`config.mk`:
```
export PLATFORM = sky130hd
export DESIGN_NAME = instruction_fetch_unit_flat
export DESIGN_NICKNAME = d
export VERILOG_FILES = /design/src/rtl/instruction_fetch_unit_pkg.sv /design/src/rtl/instruction_fetch_unit_if.sv /design/src/rtl/instruction_fetch_unit_next_pc_calc.sv /design/src/rtl/instruction_fetch_unit.sv /design/src/flat_wrapper.sv
export SDC_FILE = /design/constraint.sdc
export NUM_CORES = 1
export LEC_CHECK = 0
export CAP_MARGIN = 15
export CORE_MARGIN = 2
export CORE_UTILIZATION = 54
export DETAILED_ROUTE_END_ITERATION = 16
export PLACE_DENSITY = 0.95
export REMOVE_ABC_BUFFERS = 1
export SYNTH_ARGS = -nofsm -noshare
export SYNTH_HDL_FRONTEND = slang
export SYNTH_SLANG_ARGS = --single-unit
export TNS_END_PERCENT = 30
```
`constraint.sdc`:
```
create_clock -name clk -period 6.23 [get_ports clk]
set_input_delay 1.246 -clock clk [delete_from_list [all_inputs] [get_ports clk]]
set_output_delay 1.246 -clock clk [all_outputs]
set_load 0.005 [all_outputs]
```
`src/rtl/instruction_fetch_unit_pkg.sv`:
```
// Shared fetch-stage definitions for the 16-bit TSC multicycle CPU.
// State and next-PC select encodings used by fetch and control.
package instruction_fetch_unit_pkg;

    localparam int          WORD_SIZE = 16;
    localparam logic [15:0] RESET_PC  = 16'h0000;

    typedef enum logic [1:0] {
        S_REQ  = 2'd0,
        S_EXEC = 2'd1,
        S_HALT = 2'd2
    } fetch_state_t;

    localparam logic [1:0] PC_SEQ = 2'b00;
    localparam logic [1:0] PC_JMP = 2'b01;
    localparam logic [1:0] PC_BR  = 2'b10;

endpackage

```
`src/rtl/instruction_fetch_unit_if.sv`:
```
// Instruction-memory read bus between the fetch stage and memory.
// The fetch stage is master; memory answers with data and inputReady.
interface instruction_fetch_unit_if #(
    parameter int WORD_SIZE = 16
);

    logic                 readM;
    logic [WORD_SIZE-1:0] address;
    logic [WORD_SIZE-1:0] data;
    logic                 inputReady;

    modport master (
        output readM,
        output address,
        input  data,
        input  inputReady
    );

    modport slave (
        input  readM,
        input  address,
        output data,
        output inputReady
    );

endinterface

```
`src/rtl/instruction_fetch_unit_next_pc_calc.sv`:
```
// Combinational next-PC selection: sequential, page jump or PC-relative branch.
// Kept separate so the datapath can extend it with JAL/JPR targets.
module next_pc_calc #(
    parameter int WORD_SIZE = 16
) (
    input  logic [WORD_SIZE-1:0] pc,
    input  logic [WORD_SIZE-1:0] inst,
    input  logic [1:0]           ctrlPc,
    output logic [WORD_SIZE-1:0] nextPc
);
    import instruction_fetch_unit_pkg::*;

    localparam logic [WORD_SIZE-1:0] ONE = 1;

    logic [WORD_SIZE-1:0] seqPc;
    logic [WORD_SIZE-1:0] brOffset;
    logic                 unusedInstBits;

    assign seqPc    = pc + ONE;
    assign brOffset = {{(WORD_SIZE-8){inst[7]}}, inst[7:0]};
    assign unusedInstBits = ^inst[WORD_SIZE-1:12];

    // The reserved select (2'b11) falls through to sequential.
    always_comb begin
        nextPc = seqPc;
        case (ctrlPc)
            PC_JMP:  nextPc = {pc[WORD_SIZE-1:12], inst[11:0]};
            PC_BR:   nextPc = seqPc + brOffset;
            default: nextPc = seqPc;
        endcase
    end

endmodule

```
`src/rtl/instruction_fetch_unit.sv`:
```
// Fetch stage: owns the PC, runs the instruction-memory read handshake,
// holds the fetched word until retire and counts retired instructions.
module instruction_fetch_unit #(
    parameter int WORD_SIZE = instruction_fetch_unit_pkg::WORD_SIZE,
    parameter logic [WORD_SIZE-1:0] RESET_PC =
        instruction_fetch_unit_pkg::RESET_PC
) (
    input  logic                  clk,
    input  logic                  reset_n,
    instruction_fetch_unit_if.master mem,
    output logic [WORD_SIZE-1:0]  inst,
    output logic                  instValid,
    input  logic                  execDone,
    input  logic [1:0]            ctrlPc,
    input  logic                  halt,
    output logic [WORD_SIZE-1:0]  pc,
    output logic [WORD_SIZE-1:0]  num_inst,
    output logic                  halted
);
    import instruction_fetch_unit_pkg::*;

    localparam logic [WORD_SIZE-1:0] ONE = 1;

    fetch_state_t         state;
    fetch_state_t         stateNext;
    logic [WORD_SIZE-1:0] nextPc;
    logic                 fetchDone;
    logic                 retire;

    next_pc_calc #(
        .WORD_SIZE (WORD_SIZE)
    ) u_nextPc (
        .pc     (pc),
        .inst   (inst),
        .ctrlPc (ctrlPc),
        .nextPc (nextPc)
    );

    assign fetchDone   = (state == S_REQ) && mem.inputReady;
    assign retire      = (state == S_EXEC) && execDone;
    assign mem.address = pc;

    always_ff @(posedge clk or negedge reset_n) begin
        if (!reset_n) begin
            state <= S_REQ;
        end else begin
            state <= stateNext;
        end
    end

    // readM is gated by reset so an abandoned read is dropped at once.
    always_comb begin
        stateNext = state;
        mem.readM = 1'b0;
        instValid = 1'b0;
        halted    = 1'b0;
        unique case (state)
            S_REQ: begin
                mem.readM = reset_n;
                if (mem.inputReady) begin
                    stateNext = S_EXEC;
                end
            end
            S_EXEC: begin
                instValid = 1'b1;
                if (execDone) begin
                    stateNext = halt ? S_HALT : S_REQ;
                end
            end
            S_HALT: begin
                halted = 1'b1;
            end
            default: begin
                stateNext = S_REQ;
            end
        endcase
    end

    always_ff @(posedge clk or negedge reset_n) begin
        if (!reset_n) begin
            pc       <= RESET_PC;
            inst     <= '0;
            num_inst <= '0;
        end else begin
            if (fetchDone) begin
                inst <= mem.data;
            end
            if (retire) begin
                num_inst <= num_inst + ONE;
                if (!halt) begin
                    pc <= nextPc;
                end
            end
        end
    end

endmodule
```
`src/flat_wrapper.sv`:
```
// flat-port wrapper written by rule: the top's interface ports become plain ports
module instruction_fetch_unit_flat import instruction_fetch_unit_pkg::*;
#(
    parameter int WORD_SIZE = instruction_fetch_unit_pkg::WORD_SIZE,
    parameter logic [WORD_SIZE-1:0] RESET_PC =
        instruction_fetch_unit_pkg::RESET_PC
)
  (clk, reset_n, inst, instValid, execDone, ctrlPc, halt, pc, num_inst, halted, mem_readM, mem_address, mem_data, mem_inputReady);
  instruction_fetch_unit_if #(.WORD_SIZE(WORD_SIZE)) mem_i ();
  input  logic clk;
  input  logic reset_n;
  output logic [WORD_SIZE-1:0] inst;
  output logic instValid;
  input  logic execDone;
  input  logic [1:0] ctrlPc;
  input  logic halt;
  output logic [WORD_SIZE-1:0] pc;
  output logic [WORD_SIZE-1:0] num_inst;
  output logic halted;
  output wire logic [$bits(mem_i.readM)-1:0] mem_readM;
  output wire logic [$bits(mem_i.address)-1:0] mem_address;
  input wire logic [$bits(mem_i.data)-1:0] mem_data;
  input wire logic [$bits(mem_i.inputReady)-1:0] mem_inputReady;
  assign mem_readM = mem_i.readM;
  assign mem_address = mem_i.address;
  assign mem_i.data = mem_data;
  assign mem_i.inputReady = mem_inputReady;
  instruction_fetch_unit #(.WORD_SIZE(WORD_SIZE), .RESET_PC(RESET_PC)) u_core (.clk(clk), .reset_n(reset_n), .mem(mem_i), .inst(inst), .instValid(instValid), .execDone(execDone), .ctrlPc(ctrlPc), .halt(halt), .pc(pc), .num_inst(num_inst), .halted(halted));
endmodule
```
* Word level (Yosys, flattened, before mapping)
Index checks and enable logic that the tools add are counted.
** Storage, ports and cells
- Bits in registers :: 50
- Bits of input ports :: 23
- Output and inout port bits :: 67
** Cells by class
- Add/sub/neg operators :: 3
- Eq/ne operators :: 6
- Mux-type cells :: 8
- Bitwise logic cells :: 3
- Reduce and logical (&&, ||, !) cells :: 6
** Operator list (count)
- $add 16x1->16 const B :: 2
- $pmux 16 s2 :: 1
- $add 16x16->16 :: 1
- $mux 2 :: 3
- $pmux 2 s3 :: 1
- $reduce_and 3->1 :: 2
- $eq 2x1->1 const B :: 2
- $eq 2x2->1 const B :: 2
- $ne 2x2->1 const B :: 2
- $mux 1 :: 3
- $not 1->1 :: 3
- $logic_and 1x1->1 :: 2
- $logic_not 2->1 :: 1
- $reduce_and 2->1 :: 1

* Logic depth before layout (Yosys ltp)
Gate-level depths: netlist (run 1).
- Depth after elaboration :: 3
- Gate-level depth with buffers :: 13
- Depth with buffers taken out :: 13

* Modules after synthesis
From an unflattened synthesis (run 1), not the netlist that was laid out.
** Second synthesis, totals
- Cells, all modules :: 342
- Area, all modules :: 3507.1 µm²
** By module, submodules not included
- instruction_fetch_unit :: instances 1, cells each 151, area an instance 2175.8 µm²
- next_pc_calc :: instances 1, cells each 191, area an instance 1331.3 µm²

* Least setup slack after synthesis (run 1)
No wires, ideal clock.
- Kind :: register to register
- Start :: register u_core.pc[0] (netlist: u_core.mem.address[0])
- End :: register u_core.pc[15] (netlist: u_core.mem.address[15])
- Library setup time :: 127 ps
- Arrival time :: 2772 ps
- Path slack :: 3331 ps
- Stages on the path, launching flop included :: 14
- Path buffers :: 0
- Clock period less this slack :: 2899 ps
- Cell sequence :: dfrtp_1 -> ha_1 -> and3_1 -> and4_1 -> and4_4 -> xor2_1 -> ha_1 -> nand2_1 -> or3_1 -> o211ai_1 -> a41o_1 -> a221oi_2 -> xnor2_1 -> o21ai_1
** Between the ends
- Longest elaborated chain between the ends :: 3
** Ends and longest elaborated chain
- from (decl) :: line instruction_fetch_unit.sv:16 : output logic [WORD_SIZE-1:0] pc,
- from (signal assigned) :: line instruction_fetch_unit.sv:91 : pc <= nextPc;
- $add 16x1->16 (*) :: line instruction_fetch_unit_next_pc_calc.sv:19 : assign seqPc = pc + ONE;
- $add 16x16->16 :: line instruction_fetch_unit_next_pc_calc.sv:28 : PC_BR: nextPc = seqPc + brOffset;
- $pmux 16 s2 (*) :: line instruction_fetch_unit_next_pc_calc.sv:26 : case (ctrlPc)
Every way passes the cells marked *; elsewhere a longest branch is shown, timed or not.
A chain may end at the register's enable or synchronous reset.

* Worst setup path after layout (run 1)
- Start :: input reset_n
- End :: output mem_readM
** Between the ends
- Longest elaborated chain between the ends :: 1
** Ends and longest elaborated chain
- from (decl) :: line flat_wrapper.sv:11 : input logic reset_n;
- $mux 1 :: line instruction_fetch_unit.sv:57 : unique case (state)
- to (decl) :: line flat_wrapper.sv:20 : output wire logic [$bits(mem_i.readM)-1:0] mem_readM;
Every way passes these cells.

==> results.md, run 1 <==
- Core region area: 6310 sq um
- Initial antenna violation count: 0
- RD Place Congestion: 0.877
- Delay-heaviest family, CP: buffers and inverters
- Total grt overflow: 0
- Commonest non-fill, non-tap cell in the layout: clkdlybuf4s50_1
- Slew Viols, Final: 0
- Post-Syn Area: about 3500 sq um
- Vias in the first global route: 3112
- Layout Cells excl Fill: 512
- Maximum clock frequency: 0.256 GHz
- Final min period: around 3.9 ns
- Post-synth ARST share: 1.00
- Hold Fails Final Rpt: 0
- CP max stage cell: clkdlybuf4s50_1
- CP max FO: 51
- Nets: 482
- PwrDens: 486 nW/um^2
- Cells along the critical path: buf_2 -> buf_4 -> nor3b_1 -> clkdlybuf4s50_1
- Routed WL: slightly below 9000 um
- Clock Path Buffers: 2
- Fill cell count: 476
- Initial Util: 0.553
- # setup viols final: 0
- Worst Path Buf+Inv: 3
- GR Util All Layers: 0.256
- Clock Skews: 0.00637 ns
- CTS HTree Levels: 2
- Post-synthesis sequential area ratio: 0.358
- Post-CTS Hold Buffers: 0
- Root buffer cell: clkbuf_8
- Endpoint type of the worst setup path: primary output
- Final ANT Viol Nets: 0
- Most frequent cells in the layout: clkdlybuf4s50_1 (88), dfrtp_1 (50), nand2_1 (37), xnor2_1 (30), ha_1 (24)
- Mean Syn Cell Area: 9.59 sq um
- Worst VDD drop: 0.281 mV
- Largest net degree at the start of global routing: 52
- Number of synthesis warnings: 0
- Die Span Y: 84.4 um
- Met1 Use GR: 0.316
- WHS: 0.503 ns
- Outcome: complete, no violations
- Maxcap violations: 0
- IO buf count: 89
- Share of layout cells above drive strength 1: 0.0989
- Hold/Removal Path Class: reg -> reg
- First-pass GRT wire length: between 10000 and 15000 um
- 1st-pass router iterations: 5
- Slew of the pin with the lowest slew margin: around 0.65 ns
- Main synth FF type: dfrtp_1
- Post-route DRC: 0
- Mapped Cells: between 300 and 400
- Setup TNS: 0 ns
- Clock Latency Late Sink: between 0.3 and 0.4 ns
- Total number of vias: 3087
- Fin util: 0.698
- Drt first-iter violations: approximately 240
- Row cnt: 29
- Diodes inserted: 0
- Die W: 84.4 um
- Synthesis-to-finish area growth: 26.1%
- Setup crit start: reset_n
- Number of gates resized after cts: 0
- Slowest stage delay, CP: 0.55 ns
- EDFF count, synth: 0
- Inserted Clock Buffers: 5
- Critical path arrival: 2.67 ns
- Vias per inst: approximately 6.0
- Tcrit/Tclk final: 0.628
- Number of synthesized register bits: 50
- Unique cell type count in the Yosys netlist: 57
- Met3 usage in global routing: 0.0688
- Die area: 7130 sq um
- Area after DPL: 4310 sq um
- CTS tree: built
- RSZ-0062 raised after global routing: no
- Slew HR: 0.563
- Clock Pin Slew Worst Setup and Hold Paths: 0.10 ns
- Source of the worst register-to-register timing path: u_core.mem.address[0]
- Hold Path Origin: u_core.num_inst[9]
- Dpl cells: 504
- Setup CP Type: in -> out
- CP startpoint kind: input port
- Static leakage: 1.86 nW
- Sink Count: 50
- Post-CTS setup buffer count: 0
- Global-route track usage on met2: 0.434
- Detailed placement HPWL: 6700 um
- I/O pins: 90
- Critical Path RT: 4.98 ns
- GRT Max-Usage Layer: met2
- Final instance area: 4400 sq um
- Drt wl/cell: 17.2 um
## cells in the mapped netlist, types with 6 or more instances
master / count / area [sq um]
a21o_1: 6 / 45.0
nand3_1: 17 / 85.1
xnor2_1: 30 / 263
mux2_2: 16 / 180
a21oi_1: 17 / 85.1
dfrtp_1: 50 / 1250
nand2_1: 37 / 139
inv_1: 10 / 37.5
a221oi_1: 7 / 61.3
o21ai_0: 10 / 50.1
nor2_1: 18 / 67.6
xor2_1: 13 / 114
and3_1: 8 / 50.1
o21ai_1: 8 / 40.0
buf_4: 16 / 120
ha_1: 24 / 300
## flip-flops by register name, indices dropped and copies added, names as in the netlist
register and cells:
u_core.mem.address 16, u_core.num_inst 16, u_core.state 2, u_core.inst 16
## routing by layer
layer / vias up / share of wire
met5: - / 0
met3: 22 / 0.074
met1: 1497 / 0.41
met2: 136 / 0.49
li1: 1432 / -
met4: 0 / 0.025
## cell families after synthesis
| family | after synthesis | share of synthesized area |
|---|---|---|
| compound gates | 80 | 0.158 |
| fa+ha+maj | 25 | 0.0917 |
| flops | 50 | 0.358 |
| buf+inv | 38 | 0.0649 |
| mux | 17 | 0.0548 |
| simple gates | 111 | 0.165 |
| xor+xnor | 43 | 0.108 |
## power breakdown
part	total [W]	switching (W)	leakage [nW]	internal (W)
Sequential	0.000607	0.000175	0.615	0.000431
Combinational	0.00132	0.000620	1.19	0.000698
Clock	0.000213	0.000122	0.0478	0.0000917
## layout make-up
class	count	area, sq um	area share
inverter	10	37.5	0.00852
clock buffer	6	82.6	0.0188
multi-input combinational	276	2020	0.459
sequential	50	1250	0.284
tap	77	96.3	0.0219
timing repair buffer	91	901	0.205
clock inverter	2	16.3	0.00369
## worst paths after layout
| path | end | slack [ns] | depth (start not counted) |
|---|---|---|---|
| min in group asynchronous | u_core.inst[12] | 1.01 | 2 |
| min reg2reg | u_core.num_inst[9] | 0.50 | 1 |
| max reg2reg | u_core.mem.address[15] | 2.91 | 13 |
| min | u_core.num_inst[9] | 0.50 | 1 |
| max in group asynchronous | u_core.mem.address[3] | 4.79 | 2 |
| max | mem_readM | 2.32 | 4 |
## metrics by stage
stage / power (W) / setup WS [ns]
2_1_floorplan: 0.00138 / 3.14
3_3_place_gp: 0.00186 / 2.34
3_5_place_dp: 0.00192 / 2.28
4_1_cts: 0.00213 / 2.27
5_1_grt: 0.00229 / 2.18
6_report: 0.00214 / 2.32
Power figures use the tool's default switching activity.
==> run 2: changes to the inputs <==
Settings changed: CORE_UTILIZATION 54 to 50, PLACE_DENSITY 0.95 to 0.91.
Clock period 6.23 ns to 3.8 ns, I/O delays scaled along.
==> results.md, run 2 (synthesis gave the netlist of run 1 again) <==
- Outcome: complete, no violations
- Area after DPL: 4360 sq um
- Hold EP: u_core.num_inst[7]
- Hold Path Origin: u_core.num_inst[7]
- Post-CTS setup buffer count: 0
- Setup TNS: 0 ns
- Vias per inst: roughly 5.9
- Final instance area: 4470 sq um
- Clock Pin Slew Worst Setup and Hold Paths: 0.10 ns
- PwrDens: just under 800 nW/um^2
- Clock Skews: approximately 0.010 ns
- Share of layout cells above drive strength 1: 0.105
- FF-to-FF setup slack: 0.64 ns
- Core region area: 6790 sq um
- GR Util All Layers: 0.247
- Post-route DRC: 0
- CP max FO: 6
- Static leakage: between 1.5 and 2 nW
- Final ANT Viol Nets: 0
- IO buf count: 89
- Cells along the critical path: ha_1 -> and3_1 -> and4_1 -> and4_4 -> xor2_1 -> ha_1 -> nand2_1 -> or3_1 -> o211ai_1 -> a41o_1 -> a221oi_2 -> xnor2_1 -> o21ai_1
- 1st-pass router iterations: 5
- Synthesis-to-finish area growth: 28.0%
- R2R Path End: u_core.mem.address[15]
- Maxcap violations: 0
- Drt first-iter violations: 233
- Global-route track usage on met2: 0.429
- Worst VDD drop: 0.383 mV
- RSZ-0062 raised after global routing: no
- Diodes inserted: 0
- CP max stage cell: dfrtp_1
- Met1 Use GR: 0.302
- Fin util: 0.658
- Die W: roughly 88 um
- Slew HR: 0.573
- Worst-case reg-to-reg path depth: 13
- Routed WL: about 9100 um
- Row cnt: 30
- # setup viols final: 0
- Setup CP Type: reg -> reg
- Hold Path Depth: 1
- Largest net degree at the start of global routing: 51
- Worst slack, placed: 0.710 ns
- Endpoint type of the worst setup path: flip-flop
- Storage element area: 1250 sq um
- Slew Viols, Final: 0
- Initial Util: 0.514
- Vias in the first global route: 3222
- Root buffer cell: clkbuf_8
- CTS HTree Levels: 2
- Inserted Clock Buffers: 5
- Met3 usage in global routing: 0.0537
- Final min period: 3.16 ns
- CTS tree: built
- Total grt overflow: 0
- Clock Path Buffers: 2
- RD Place Congestion: 0.952
- Source of the worst register-to-register timing path: u_core.mem.address[0]
- Nets: 486
- Die Span Y: 87.6 um
- Initial antenna violation count: 0
- Most common cell on crit path: ha_1
- Slowest stage delay, CP: between 0.4 and 0.5 ns
- Number of gates resized after cts: 0
- Area occupied by multi-input gates: 2020 sq um
- Critical Path RT: approximately 4.0 ns
- I/O pins: 90
- Critical path arrival: 3.37 ns
- Die area: 7670 sq um
- Final WS setup: 0.637 ns
- PnR Total Power: 0.00355 W
- Slew of the pin with the lowest slew margin: 0.641 ns
- CP startpoint kind: flip-flop
- Clock Latency Late Sink: 0.31 ns
- Sink Count: 50
- Commonest non-fill, non-tap cell in the layout: clkdlybuf4s50_1
- Maximum clock frequency: 0.316 GHz
- Fill cell count: 544
- First-pass GRT wire length: 15000 um
- Total number of vias: 3145
- Hold/Removal Path Class: reg -> reg
- Detailed placement HPWL: 6770 um
- Post-CTS Hold Buffers: 0
- GRT Max-Usage Layer: met2
- Tcrit/Tclk final: 0.832
- Hold Fails Final Rpt: 0
- Most frequent cells in the layout: clkdlybuf4s50_1 (88), dfrtp_1 (50), nand2_1 (37), xnor2_1 (30), ha_1 (24)
- Drt wl/cell: 17.0 um
## run 2: cell types whose count changed in the layout (fill, tap and decap cells not counted)
cell       previous run  this run
clkbuf_1              0         1
clkbuf_8              6         5
bufinv_16             0         1
inv_6                 1         0
buf_4                 2         6
## run 2: worst max-delay path by stage
stage	from	to	slack (ns)	cells past startpoint
after CTS	u_core.mem.address[0]	u_core.mem.address[15]	0.66	13
after global placement	u_core.mem.address[0]	u_core.mem.address[15]	0.80	12
after detailed placement	u_core.mem.address[0]	u_core.mem.address[15]	0.71	13
final	u_core.mem.address[0]	u_core.mem.address[15]	0.64	13
after floorplan	u_core.mem.address[0]	u_core.mem.address[15]	0.88	13
after global routing	u_core.mem.address[0]	u_core.mem.address[9]	0.44	12
## run 2: layout make-up
cell class              count  area share
inverters                  10     0.00840
repair buffers             95       0.208
clock buffers               6      0.0162
well taps                  96      0.0269
clock inverters             2     0.00840
flip-flops and latches     50       0.280
multi-input cells         276       0.452
## run 2: power breakdown
part	total [W]	internal, W	switching (W)
registers	0.000986	0.000707	0.000279
logic	0.00218	0.00115	0.00103
clock network	0.000388	0.000197	0.000191
total	0.00355	0.00206	0.00150
## run 2: critical path: cells and delay by family (launching register included)
| kind | cells | cell delay [ns] |
|---|---|---|
| adders and majority gates | 2 | 0.57 |
| xor gates and xnor gates | 2 | 0.30 |
| DFF | 1 | 0.45 |
| AOI/OAI and AO/OA | 4 | 0.70 |
| and+or+nand+nor | 5 | 1.05 |
## run 2: layer usage
layer | routed length (um) | part of all wire
met1 | 3680 | 0.41
met2 | 4430 | 0.49
met3 | 744 | 0.082
met4 | 224 | 0.025
met5 | 0 | 0
## run 2: through the flow
| stage | cells | hold WS (ns) |
|---|---|---|
| floorplan | 336 | 0.464 |
| global placement | 527 | 0.465 |
| detailed placement | 527 | 0.485 |
| CTS | 535 | 0.500 |
| global route | 535 | 0.516 |
| finish | 535 | 0.495 |
==> run 3: changes to the inputs <==
Clock period 3.8 ns to 3.2 ns, I/O delays scaled along.
==> results.md, run 3 (synthesis gave the netlist of run 1 again) <==
- Largest net degree at the start of global routing: slightly above 50
- Die W: 87.6 um
- Hold/Removal Path Class: in -> async
- Clock Path Buffers: 2
- Maxcap violations: 0
- IO buf count: 89
- Worst-case reg-to-reg path depth: 13
- Final ANT Viol Nets: 0
- Setup crit start: u_core.mem.address[1]
- Share of layout cells above drive strength 1: 0.137
- Final instance area: 4550 sq um
- Clock Pin Slew Worst Setup and Hold Paths: about 0.10 ns
- Slowest stage delay, CP: 0.41 ns
- Area occupied by multi-input gates: 2050 sq um
- CP max FO: 5
- Most common cell on crit path: a21oi_1
- Fill cell count: 535
- Storage element area: roughly 1300 sq um
- Synthesis-to-finish area growth: 30.2%
- Inserted Clock Buffers: 5
- Worst VDD drop: 0.431 mV
- CTS tree: built
- Routed WL: 9210 um
- Diodes inserted: 0
- Drt first-iter violations: 365
- Cells along the critical path: ha_2 -> and3_4 -> and4_4 -> nand2_1 -> xnor2_2 -> ha_1 -> a21oi_1 -> o21ai_0 -> a21o_1 -> a21oi_1 -> xnor2_1 -> a22oi_1 -> o21ai_1
- PwrDens: 954 nW/um^2
- Commonest non-fill, non-tap cell in the layout: clkdlybuf4s50_1
- Total grt overflow: 0
- Final min period: 3.05 ns
- GR Util All Layers: 0.246
- Post-route DRC: 0
- Die area: 7670 sq um
- Area after DPL: 4380 sq um
- Vias in the first global route: a little over 3k
- Core region area: 6790 sq um
- Die Span Y: 87.6 um
- Root buffer cell: clkbuf_8
- Critical Path RT: around 3.4 ns
- Setup CP Type: reg -> reg
- Maximum clock frequency: 0.328 GHz
- Slew of the pin with the lowest slew margin: 0.639 ns
- Hold Fails Final Rpt: 0
- CP startpoint kind: flip-flop
- CP max stage cell: dfrtp_2
- Sink Count: 50
- Clock Skews: 0.00895 ns
- First-pass GRT wire length: 14900 um
- I/O pins: 90
- Tcrit/Tclk final: 0.953
- # setup viols final: 0
- Worst Setup EP: u_core.mem.address[13]
- Row cnt: 30
- Dpl cells: 530
- FF-to-FF setup slack: 0.15 ns
- CTS HTree Levels: 2
- Outcome: complete, no violations
- Initial antenna violation count: 0
- PnR Total Power: around 0.0043 W
- Critical path arrival: between 3 and 4 ns
- Static leakage: 1.91 nW
- Most frequent cells in the layout: clkdlybuf4s50_1 (88), dfrtp_1 (48), nand2_1 (36), xnor2_1 (28), ha_1 (22)
- Endpoint type of the worst setup path: flip-flop
- Detailed placement HPWL: 6660 um
- Initial Util: 0.514
- WHS: 0.481 ns
- Source of the worst register-to-register timing path: u_core.mem.address[1]
- Vias per inst: around 5.8
- Fin util: 0.669
- Nets: 492
- Slew HR: 0.574
- Drt wl/cell: 17.0 um
- Slew Viols, Final: 0
- Clock Latency Late Sink: 0.31 ns
- Total number of vias: approximately 3.2k
- R2R Path End: u_core.mem.address[13]
- Post-CTS Hold Buffers: 0
- Layout Cells excl Fill: 541
- RSZ-0062 raised after global routing: yes
- 1st-pass router iterations: 5
- RD Place Congestion: 0.961
==> run 3: cell count changes in the layout (fill, tap and decap cells not counted), moves of 2 or more <==
| cell | previous run | this run |
|---|---|---|
| buf_4 | 6 | 12 |
| dfrtp_1 | 50 | 48 |
| dfrtp_2 | 0 | 2 |
| ha_1 | 24 | 22 |
| ha_2 | 0 | 2 |
| xnor2_1 | 30 | 28 |
| xnor2_2 | 0 | 2 |
==> run 3: timing repair <==
action / 4_1_cts / 5_1_grt
setup buffers: 0 / 3
setup endpoints to repair: 0 / 5
resized for setup: 0 / 10
==> run 3: through the flow <==
step | worst slack [ns] | setup TNS, ns
after floorplan | 0.284 | 0
after global placement | 0.250 | 0
after detailed placement | 0.125 | 0
after CTS | 0.0830 | 0
after global routing | -0.0252 | -0.0480
final | 0.149 | 0
==> run 3: layout make-up <==
| class | instances | share of cell area |
|---|---|---|
| tap | 96 | 0.0264 |
| sequential | 50 | 0.276 |
| multi-input combinational | 276 | 0.451 |
| timing repair buffer | 101 | 0.215 |
| inverter | 10 | 0.00826 |
| clock inverter | 2 | 0.00826 |
| clock buffer | 6 | 0.0160 |
==> run 3: metal layers <==
metal / vias up / track usage / share of wire
met1: 1507 / 0.337 / 0.40
met5: - / 0 / 0
li1: 1438 / - / -
met3: 32 / 0.0481 / 0.091
met2: 176 / 0.389 / 0.48
met4: 0 / 0.0909 / 0.029
==> run 3: how the worst min path moves through the flow <==
stage                   startpoint                     end  slack, ns  depth (start not counted)
3_5_place_dp   u_core.num_inst[15]     u_core.num_inst[15]       0.48                          1
5_1_grt        u_core.num_inst[15]     u_core.num_inst[15]       0.52                          1
2_1_floorplan              reset_n          u_core.inst[0]       0.34                          0
6_report                   reset_n  u_core.mem.address[12]       0.48                          2
3_3_place_gp   u_core.num_inst[15]     u_core.num_inst[15]       0.47                          1
4_1_cts                    reset_n  u_core.mem.address[12]       0.50                          2
==> run 3: worst max-delay path: cells and delay by family, from the launching register on <==
family / cells / cell delay, ns
compound gates: 6 / 1.12
xor+xnor: 2 / 0.32
fa+ha+maj: 2 / 0.54
flops: 1 / 0.41
simple gates: 3 / 0.54
==> run 3: power breakdown <==
group          switching [W]  total, W  leakage [nW]  internal (W)
logic                0.00127   0.00271          1.25       0.00144
registers           0.000322   0.00116         0.612      0.000842
clock network       0.000228  0.000461        0.0514      0.000234
total                0.00182   0.00434          1.91       0.00251
